### config.mk
export PLATFORM = sky130hd
export DESIGN_NAME = risc_v_multicycle
export DESIGN_NICKNAME = d
export VERILOG_FILES = /design/src/rtl/risc_v_multicycle.sv
export SDC_FILE = /design/constraint.sdc
export NUM_CORES = 2
export LEC_CHECK = 0
export BUFFER_PORTS_ARGS = -buffer_cell sky130_fd_sc_hd__buf_2
export CAP_MARGIN = 20
export CORE_MARGIN = 2
export CORE_UTILIZATION = 50
export CTS_CLUSTER_DIAMETER = 80
export DETAILED_ROUTE_END_ITERATION = 10
export HOLD_SLACK_MARGIN = 0.06
export PLACE_DENSITY = 0.66
export SETUP_SLACK_MARGIN = 0.1
export SKIP_CTS_REPAIR_TIMING = 1
export SLEW_MARGIN = 5
export SYNTH_ARGS = -nofsm -noshare
export SYNTH_HDL_FRONTEND = slang
export SYNTH_SLANG_ARGS = --single-unit
export TNS_END_PERCENT = 50
### constraint.sdc
create_clock -name clk -period 14.83 [get_ports clk]
set_clock_uncertainty 0.2 [all_clocks]
set_input_delay 1.483 -clock clk [delete_from_list [all_inputs] [get_ports clk]]
set_output_delay 1.483 -clock clk [all_outputs]
set_load 0.01 [all_outputs]
### src/rtl/risc_v_multicycle.sv
// risc_v_multicycle: multi-cycle RV32I-subset core with one shared
// instruction/data memory port using a req/ready handshake.
//
// Ports:
//   clk, rst_n        rising-edge clock, asynchronous active-low reset
//   mem_req           memory request valid
//   mem_we            1 = write, 0 = read (valid while mem_req)
//   mem_addr          word-aligned byte address (low ADDR_W bits)
//   mem_wdata         store data
//   mem_rdata         read data, sampled when mem_req & mem_ready
//   mem_ready         completes the current request
//   pc_o              PC of the instruction in progress
//   retire            one-cycle pulse when an instruction commits
//   halt              core trapped; sticky until reset
//
// Supported: lw, sw, add, sub, and, or, slt, addi, andi, ori, slti, beq, jal.
module risc_v_multicycle #(
  parameter logic [31:0] RESET_PC = 32'h0000_0000,
  parameter int          ADDR_W   = 32,
  parameter int          REG_CNT  = 32
) (
  input  logic              clk,
  input  logic              rst_n,
  output logic              mem_req,
  output logic              mem_we,
  output logic [ADDR_W-1:0] mem_addr,
  output logic [31:0]       mem_wdata,
  input  logic [31:0]       mem_rdata,
  input  logic              mem_ready,
  output logic [31:0]       pc_o,
  output logic              retire,
  output logic              halt
);

  if (REG_CNT != 32 && REG_CNT != 16) begin : g_bad_regcnt
    $error("risc_v_multicycle: REG_CNT must be 32 or 16");
  end
  if (ADDR_W < 3 || ADDR_W > 32) begin : g_bad_addrw
    $error("risc_v_multicycle: ADDR_W must be in 3..32");
  end

  localparam int RI = (REG_CNT == 16) ? 4 : 5;

  localparam logic [6:0] OP_R   = 7'b0110011;
  localparam logic [6:0] OP_I   = 7'b0010011;
  localparam logic [6:0] OP_LW  = 7'b0000011;
  localparam logic [6:0] OP_SW  = 7'b0100011;
  localparam logic [6:0] OP_BR  = 7'b1100011;
  localparam logic [6:0] OP_JAL = 7'b1101111;

  typedef enum logic [3:0] {
    S_FETCH, S_DECODE, S_EXEC, S_ALUWB, S_MEMADDR, S_MEMRD,
    S_MEMWB, S_MEMWR, S_BRANCH, S_JAL, S_TRAP
  } state_e;

  state_e             state_q, state_d;
  logic [31:0]        pc_q, pc_d;
  logic               req_q, req_d;
  logic               we_q, we_d;
  logic [ADDR_W-1:0]  addr_q, addr_d;
  logic [31:0]        wdata_q, wdata_d;
  logic [31:0]        rf_q [REG_CNT];

  // Datapath holding registers (no reset: always written before use)
  logic [31:0] ir_q, a_q, b_q, imm_q, pc4_q, tgt_q, res_q, mdr_q;

  logic          rf_we;
  logic [RI-1:0] rf_waddr;
  logic [31:0]   rf_wdata;
  logic [31:0]   npc;
  logic          next_fetch;

  // Instruction fields
  logic [6:0] opc, f7;
  logic [2:0] f3;
  logic [4:0] rd_f, rs1_f, rs2_f;
  assign opc   = ir_q[6:0];
  assign rd_f  = ir_q[11:7];
  assign f3    = ir_q[14:12];
  assign rs1_f = ir_q[19:15];
  assign rs2_f = ir_q[24:20];
  assign f7    = ir_q[31:25];

  function automatic logic reg_ok(input logic [4:0] f);
    return (REG_CNT == 32) || !f[4];
  endfunction

  // Decode: legality and which register fields the instruction really uses
  logic legal, use_rd, use_rs1, use_rs2, regs_ok;
  always_comb begin
    legal   = 1'b0;
    use_rd  = 1'b0;
    use_rs1 = 1'b0;
    use_rs2 = 1'b0;
    case (opc)
      OP_R: begin
        legal   = (f7 == 7'h00 && (f3 == 3'b000 || f3 == 3'b111 ||
                                   f3 == 3'b110 || f3 == 3'b010)) ||
                  (f7 == 7'h20 && f3 == 3'b000);
        use_rd  = 1'b1;
        use_rs1 = 1'b1;
        use_rs2 = 1'b1;
      end
      OP_I: begin
        legal   = (f3 == 3'b000 || f3 == 3'b111 || f3 == 3'b110 || f3 == 3'b010);
        use_rd  = 1'b1;
        use_rs1 = 1'b1;
      end
      OP_LW: begin
        legal   = (f3 == 3'b010);
        use_rd  = 1'b1;
        use_rs1 = 1'b1;
      end
      OP_SW: begin
        legal   = (f3 == 3'b010);
        use_rs1 = 1'b1;
        use_rs2 = 1'b1;
      end
      OP_BR: begin
        legal   = (f3 == 3'b000);
        use_rs1 = 1'b1;
        use_rs2 = 1'b1;
      end
      OP_JAL: begin
        legal   = 1'b1;
        use_rd  = 1'b1;
      end
      default: ;
    endcase
  end
  assign regs_ok = (!use_rd  || reg_ok(rd_f)) &&
                   (!use_rs1 || reg_ok(rs1_f)) &&
                   (!use_rs2 || reg_ok(rs2_f));

  // Immediates, all sign-extended
  logic [31:0] imm_i, imm_s, imm_b, imm_j, imm;
  assign imm_i = {{20{ir_q[31]}}, ir_q[31:20]};
  assign imm_s = {{20{ir_q[31]}}, ir_q[31:25], ir_q[11:7]};
  assign imm_b = {{19{ir_q[31]}}, ir_q[31], ir_q[7], ir_q[30:25], ir_q[11:8], 1'b0};
  assign imm_j = {{11{ir_q[31]}}, ir_q[31], ir_q[19:12], ir_q[20], ir_q[30:21], 1'b0};
  always_comb begin
    case (opc)
      OP_SW:   imm = imm_s;
      OP_BR:   imm = imm_b;
      OP_JAL:  imm = imm_j;
      default: imm = imm_i;
    endcase
  end

  // Register read; x0 is never written so it always reads 0
  logic [31:0] rs1v, rs2v;
  assign rs1v = rf_q[rs1_f[RI-1:0]];
  assign rs2v = rf_q[rs2_f[RI-1:0]];

  // ALU (operates on latched operands during EXEC)
  logic [31:0]        op2, alu, ea;
  logic signed [31:0] a_s, op2_s;
  assign op2   = (opc == OP_R) ? b_q : imm_q;
  assign a_s   = a_q;
  assign op2_s = op2;
  always_comb begin
    case (f3)
      3'b000:  alu = (opc == OP_R && f7[5]) ? (a_q - op2) : (a_q + op2);
      3'b111:  alu = a_q & op2;
      3'b110:  alu = a_q | op2;
      3'b010:  alu = {31'd0, (a_s < op2_s)};
      default: alu = a_q + op2;
    endcase
  end
  assign ea = a_q + imm_q;

  // Next-state and outputs
  always_comb begin
    state_d    = state_q;
    pc_d       = pc_q;
    req_d      = req_q;
    we_d       = we_q;
    addr_d     = addr_q;
    wdata_d    = wdata_q;
    rf_we      = 1'b0;
    rf_waddr   = rd_f[RI-1:0];
    rf_wdata   = res_q;
    retire     = 1'b0;
    npc        = pc_q;
    next_fetch = 1'b0;
    case (state_q)
      S_FETCH: begin
        if (!req_q) begin
          // Only reachable straight out of reset: issue the first fetch
          npc        = pc_q;
          next_fetch = 1'b1;
        end else if (mem_ready) begin
          req_d   = 1'b0;
          state_d = S_DECODE;
        end
      end
      S_DECODE: begin
        if (!legal || !regs_ok) begin
          state_d = S_TRAP;
        end else begin
          case (opc)
            OP_LW, OP_SW: state_d = S_MEMADDR;
            OP_BR:        state_d = S_BRANCH;
            OP_JAL:       state_d = S_JAL;
            default:      state_d = S_EXEC;
          endcase
        end
      end
      S_EXEC: state_d = S_ALUWB;
      S_ALUWB: begin
        rf_we      = 1'b1;
        rf_wdata   = res_q;
        retire     = 1'b1;
        npc        = pc4_q;
        next_fetch = 1'b1;
      end
      S_MEMADDR: begin
        if (ea[1:0] != 2'b00) begin
          state_d = S_TRAP;
        end else begin
          req_d   = 1'b1;
          we_d    = (opc == OP_SW);
          addr_d  = ea[ADDR_W-1:0];
          wdata_d = b_q;
          state_d = (opc == OP_SW) ? S_MEMWR : S_MEMRD;
        end
      end
      S_MEMRD: begin
        if (mem_ready) begin
          req_d   = 1'b0;
          state_d = S_MEMWB;
        end
      end
      S_MEMWB: begin
        rf_we      = 1'b1;
        rf_wdata   = mdr_q;
        retire     = 1'b1;
        npc        = pc4_q;
        next_fetch = 1'b1;
      end
      S_MEMWR: begin
        if (mem_ready) begin
          retire     = 1'b1;
          npc        = pc4_q;
          next_fetch = 1'b1;
        end
      end
      S_BRANCH: begin
        retire     = 1'b1;
        npc        = (a_q == b_q) ? tgt_q : pc4_q;
        next_fetch = 1'b1;
      end
      S_JAL: begin
        rf_we      = 1'b1;
        rf_wdata   = pc4_q;
        retire     = 1'b1;
        npc        = tgt_q;
        next_fetch = 1'b1;
      end
      default: ; // S_TRAP: frozen until reset
    endcase

    // Launching a fetch is registered so mem_req rises on the same edge the
    // previous instruction commits; a misaligned PC traps without a request.
    if (next_fetch) begin
      pc_d = npc;
      we_d = 1'b0;
      if (npc[1:0] != 2'b00) begin
        state_d = S_TRAP;
        req_d   = 1'b0;
      end else begin
        state_d = S_FETCH;
        req_d   = 1'b1;
        addr_d  = npc[ADDR_W-1:0];
      end
    end
  end

  always_ff @(posedge clk or negedge rst_n) begin
    if (!rst_n) begin
      state_q <= S_FETCH;
      pc_q    <= RESET_PC;
      req_q   <= 1'b0;
      we_q    <= 1'b0;
      addr_q  <= '0;
      wdata_q <= '0;
      for (int i = 0; i < REG_CNT; i++) rf_q[i] <= '0;
    end else begin
      state_q <= state_d;
      pc_q    <= pc_d;
      req_q   <= req_d;
      we_q    <= we_d;
      addr_q  <= addr_d;
      wdata_q <= wdata_d;
      if (rf_we && rf_waddr != '0) rf_q[rf_waddr] <= rf_wdata;
    end
  end

  always_ff @(posedge clk) begin
    if (state_q == S_FETCH && req_q && mem_ready) ir_q <= mem_rdata;
    if (state_q == S_DECODE) begin
      a_q   <= rs1v;
      b_q   <= rs2v;
      imm_q <= imm;
      pc4_q <= pc_q + 32'd4;
      tgt_q <= pc_q + imm;
    end
    if (state_q == S_EXEC) res_q <= alu;
    if (state_q == S_MEMRD && mem_ready) mdr_q <= mem_rdata;
  end

  assign mem_req   = req_q;
  assign mem_we    = we_q;
  assign mem_addr  = addr_q;
  assign mem_wdata = wdata_q;
  assign pc_o      = pc_q;
  assign halt      = (state_q == S_TRAP);

endmodule

# Word level (Yosys, flattened, before mapping)

Cells that the tools add are included.

Add/subtract/negate cells: 5
Bitwise gates (word level): 6
Eq/ne operators: 26
Reduce and logical (&&, ||, !) cells: 29
Muxes and demuxes: 47
Magnitude comparators: 5

Operators by type and width:

| cell                    | number |
|---|---|
| $bwmux W1024            | 1 |
| $mux W32                | 13 |
| $bmux W32 S5            | 2 |
| $pmux W32 S4            | 2 |
| $demux W32 S5           | 1 |
| $add A32 B32 Y32        | 3 |
| $pmux W32 S2            | 1 |
| $pmux W20 S3            | 1 |
| $add A32 B3 Y32 const B | 1 |
| $and A32 B32 Y32        | 1 |
| $eq A32 B32 Y1          | 1 |
| $lt A32 B32 Y1          | 1 |
| $or A32 B32 Y32         | 1 |
| $sub A32 B32 Y32        | 1 |
| $mux W4                 | 7 |
| $eq A7 B6 Y1 const B    | 3 |
| $pmux W4 S5             | 1 |
| $ge A6 B6 Y1 const B    | 3 |
| $not A5 Y6              | 3 |
| $eq A4 B3 Y1 const B    | 4 |
| $eq A7 B7 Y1 const B    | 2 |
| $eq A4 B4 Y1 const B    | 3 |
| $mux W1                 | 12 |
| $ne A3 B3 Y1 const B    | 4 |
| 29 further kinds        | 46 |

Bits of input ports: 35
Register bits after elaboration: 1371
Logic and storage cells: 164

# Logic depth before layout (Yosys ltp)

Word-level depth: 10
Mapped depth: 19
Mapped depth without buffers: 18

# Worst setup path after synthesis

Ideal clock, no wire load.

Path type: register to register
From: register state_q[2]
To: register state_q[1]
Setup slack: 2610 ps
Setup time: 82 ps
Data arrival time: 11938 ps
Stages on the path, launching flop included: 7
Cell sequence: dfrtp_1 -> clkbuf_1 -> clkbuf_1 -> nor3_1 -> inv_1 -> o32a_1 -> a31oi_1

Word-level cells in the longest chain between the ends: 6
Elaborated cells between the ends (all ways): 23
Those cells by class: eq/ne: 12; mux: 5; reduce/logical: 6

RTL lines:

| element                                                                    | line | source |
|---|---|---|
| start: declaration                                                         | 56   | `state_e state_q, state_d;` |
| start signal: assignment                                                   | 289  | `state_q <= state_d;` |
| parallel branches: the longest is 6 deep, another holds $reduce_bool A6 Y1 | --   |  |

Parallel ways; which one is timed is not known.
A chain may end at the register's enable or synchronous reset.

# Worst setup path after layout

From: register ir_q[6]
To: register res_q[24], data pin

Word-level cells in the longest chain between the ends: 5
Elaborated cells between the ends (all ways): 9
Those cells by class: add/sub: 2; eq/ne: 1; mux: 3; bitwise: 2; reduce/logical: 1

RTL lines:

| element                                              | line     | source |
|---|---|---|
| start: declaration                                   | 65       | `logic [31:0] ir_q, a_q, b_q, imm_q, pc4_q, tgt_q, res_q, mdr_q;` |
| start signal: assignment                             | 300      | `if (state_q == S_FETCH && req_q && mem_ready) ir_q <= mem_rdata;` |
| $eq A7 B6 Y1 *                                       | --       |  |
| $mux W32                                             | 158      | `assign op2 = (opc == OP_R) ? b_q : imm_q;` |
| $add A32 B32 Y32 or $sub A32 B32 Y32 (tied branches) | 163, 167 |  |
| $mux W32                                             | 163      | `3'b000: alu = (opc == OP_R && f7[5]) ? (a_q - op2) : (a_q + op2);` |
| $pmux W32 S4 *                                       | 162      | `case (f3)` |
| via alu[24]                                          | 156      | `logic [31:0] op2, alu, ea;` |
| end signal: assignment                               | 308      | `if (state_q == S_EXEC) res_q <= alu;` |
| end: declaration                                     | 65       |  |

Mark *: on every way through the listed nets, which the timed path passes. The rest lies on a longest branch.

==> run summary <==
==================================================================================
Worst IR Drop VDD                                                        0.0682 mV
Total die area                                                          149000 µm²
Setup repair after global routing missed its margin                          false
Clock transition at path regs                                              0.06 ns
# IOs                                                                          135
Leading cell types by count after synthesis                           sky130_fd_sc_hd__dfrtp_1 (1126), sky130_fd_sc_hd__nand2_1 (797), sky130_fd_sc_hd__a21oi_1 (689)
Distinct cell type count after synthesis                                        82
Register with the most flip-flops                                             rf_q
Warnings from Yosys                                                              0
Main synth FF type                                                    sky130_fd_sc_hd__dfrtp_1
Remaining routing DRC violations                                                 0
Number of buffer cells added on primary ports                                  134
Hold Path Origin                                                         rf_q[993]
H-tree levels                                                                    4
Fin Setup TNS                                                                 0 ns
Max-cap violation count                                                          0
Capture point of the worst reg-to-reg path                               res_q[24]
Path type of the worst min-delay path                                 register to register
Overall track demand over capacity in global routing                         0.318
Initial antenna violation count                                                  3
Ranking of synthesized cells by area                                  sky130_fd_sc_hd__dfrtp_1 (39%), sky130_fd_sc_hd__mux4_2 (20%), sky130_fd_sc_hd__edfxtp_1 (10%)
Cell with the most instances after synthesis                          sky130_fd_sc_hd__dfrtp_1
Via density                                                                   6.51
Later-pin clock latency in the skew report                                 0.79 ns
Pin count of the biggest net entering global routing                           162
Die Span Y                                                                  386 µm
Total power after layout                                                   7.68 mW
Peak fanout along the critical path                                             36
Crit path capture type                                                    register
Netlist Area Pre-Place                                                   72900 µm²
Worst path required time                                                  15.16 ns
Number of global-route vias before repair                                    52600
Initial standard-cell utilization of the core                                0.502
TritonCTS clock tree                                                         built
Hold slack                                                                0.195 ns
Global-route congestion overflow total                                           0
Outcome                                                               finished clean
Area fraction of the dominant cell type after synthesis                      0.386
Worst hold path cell count                                                       0
Max-slew violation total from the final report                                   0
Mean instance size in the synthesized netlist                             11.4 µm²
Count of cells along the worst register-to-register path                        15
Synth Register Bits                                                           1371
Setup-failing EPs final                                                          0
Relative area change from synthesis to final layout                          10.0%
Hold worst-path end                                                      rf_q[993]
Async set or reset register ratio after synthesis                            0.821
Static leakage                                                             34.4 nW
Count of flip-flops with a built-in enable after synthesis                     245
Std-Cell Core Area                                                      145000 µm²
Final standard cell count with taps included and fillers excluded             8277
First-pass GRT wire length                                               347000 µm
Maximum root-to-sink buffer count                                                3
Flip-flop count of the largest register, all copies and words added           1024
Placer Congestion                                                             1.02
Nets                                                                          6440
Post-Place Cells                                                              8011
Number of DRC violations after detailed-routing iteration 0                   6663
Sequential area share after synthesis                                        0.487
Width of the chip                                                           386 µm
Dominant cell type by area after synthesis                            sky130_fd_sc_hd__dfrtp_1
Post-synthesis instance total                                                 6402
Launch instance of the worst register-to-register path                     ir_q[6]
Placed wire-length estimate after detailed placement                     143000 µm
Wire per inst                                                              28.4 µm
Post-synthesis net count                                                      6601
Detailed-routing iteration count for the pre-antenna-repair pass                 8
Final min period                                                           5.96 ns
Power density cells                                                    95.8 nW/µm²
Clock sink count                                                              1371
Root buffer cell                                                      sky130_fd_sc_hd__clkbuf_16
Final period utilization                                                     0.402
Worst slew margin relative to its limit                                      0.206
Pre-CTS WS                                                                 8.98 ns
Register-to-register setup slack                                           8.87 ns
Cell row count                                                                 140
Share of cells above drive strength 1                                        0.204
Final hold violation count                                                       0
Crit Path Class                                                       register to register
Fill cells                                                                   12000
Total wire length                                                        235000 µm
Achievable clock frequency                                                 168 MHz
Data arrival, critical path                                                6.28 ns
CTS buffer count                                                               143
Worst Tran Pin Value                                                       1.19 ns
Final worst setup slack                                                    8.87 ns
Worst Setup Start Kind                                                    register
Remaining number of nets flagged by the antenna check after routing              0
Routed vias                                                                  53900
==================================================================================
-- logic make-up (layout without fill, tap and decap cells) --
group           Yosys count  count (layout)  share of synthesized area
other cells               0               6                          0
mux                     725             725                      0.211
buf+inv                 688             640                     0.0356
fa+ha+maj               164             164                     0.0285
flops                  1371            1371                      0.487
compound gates         1642            1642                      0.127
xor+xnor                149             149                     0.0179
simple gates           1663            1663                     0.0930
-- stage by stage --
step / utilization / cell area, µm²
global placement: 0.519 / 75300
global route: 0.552 / 80200
detailed placement: 0.519 / 75300
CTS: 0.552 / 80200
floorplan: - / 72900
finish: 0.552 / 80200
-- layer usage --
metal / routed length (µm) / part of all wire / track usage / vias to the layer above
li1: - / - / - / 23000
met4: 11700 / 0.050 / 0.154 / 0
met1: 93000 / 0.40 / 0.436 / 27500
met3: 21700 / 0.092 / 0.0625 / 574
met5: 0 / 0 / 0 / -
met2: 109000 / 0.46 / 0.490 / 2835
-- critical path, cell delays in order (launching register included) --
cell	delay, ns
sky130_fd_sc_hd__edfxtp_1	0.47
sky130_fd_sc_hd__nor3_1	0.27
sky130_fd_sc_hd__and3_2	0.94
sky130_fd_sc_hd__mux2_2	0.47
sky130_fd_sc_hd__ha_1	0.26
sky130_fd_sc_hd__fa_1	0.48
sky130_fd_sc_hd__a211o_1	0.36
sky130_fd_sc_hd__a211oi_1	0.34
sky130_fd_sc_hd__o211ai_1	0.26
sky130_fd_sc_hd__a31o_2	0.30
sky130_fd_sc_hd__a21bo_2	0.23
sky130_fd_sc_hd__a221oi_1	0.48
sky130_fd_sc_hd__a221o_1	0.22
sky130_fd_sc_hd__nor2b_1	0.16
sky130_fd_sc_hd__xor2_1	0.18
sky130_fd_sc_hd__a211oi_1	0.09
-- worst max-delay path by stage --
stage                from         end  depth (start not counted)
4_1_cts           ir_q[6]   res_q[24]                         15
3_5_place_dp      ir_q[6]   res_q[24]                         15
6_report          ir_q[6]   res_q[24]                         15
3_3_place_gp      ir_q[3]   res_q[24]                         15
5_1_grt           ir_q[6]   res_q[24]                         15
2_1_floorplan  state_q[2]  state_q[1]                          6
-- cell usage in the layout, fill, tap and decap left out, types with 28 or more instances in the layout --
cell type	Yosys	routed
sky130_fd_sc_hd__dfrtp_1	1126	1126
sky130_fd_sc_hd__nand2_1	797	785
sky130_fd_sc_hd__a21oi_1	689	657
sky130_fd_sc_hd__mux4_2	640	640
sky130_fd_sc_hd__nor2_1	636	622
sky130_fd_sc_hd__o21ai_0	602	602
sky130_fd_sc_hd__edfxtp_1	245	245
sky130_fd_sc_hd__ha_1	160	160
sky130_fd_sc_hd__clkbuf_16	0	149
sky130_fd_sc_hd__buf_2	4	133
sky130_fd_sc_hd__buf_4	0	120
sky130_fd_sc_hd__inv_1	118	118
sky130_fd_sc_hd__mux2_2	83	83
sky130_fd_sc_hd__xnor2_1	83	83
sky130_fd_sc_hd__a21o_1	73	73
sky130_fd_sc_hd__xor2_1	66	66
sky130_fd_sc_hd__nand3_1	49	48
sky130_fd_sc_hd__clkbuf_1	488	41
sky130_fd_sc_hd__a22o_1	33	33
sky130_fd_sc_hd__nor3_1	34	30
sky130_fd_sc_hd__a22oi_1	29	29
sky130_fd_sc_hd__a21oi_2	0	28
-- power breakdown --
part	total [mW]	switching [mW]	internal (mW)
clock network	3.78	1.56	2.22
registers	3.82	0	3.82
logic	0.0767	0.0688	0.00789
-- layout make-up --
| cell class | instances | area [µm²] | area share |
|---|---|---|---|
| sequential | 1371 | 35500 | 0.443 |
| multi-input combinational | 4343 | 35200 | 0.439 |
| clock buffer | 202 | 4050 | 0.0505 |
| tap | 1917 | 2400 | 0.0299 |
| timing repair buffer | 264 | 1780 | 0.0222 |
| clock inverter | 56 | 790 | 0.00984 |
| inverter | 118 | 443 | 0.00552 |
| antenna | 6 | 15.0 | 0.000187 |
(Power assumes the default switching activity.)
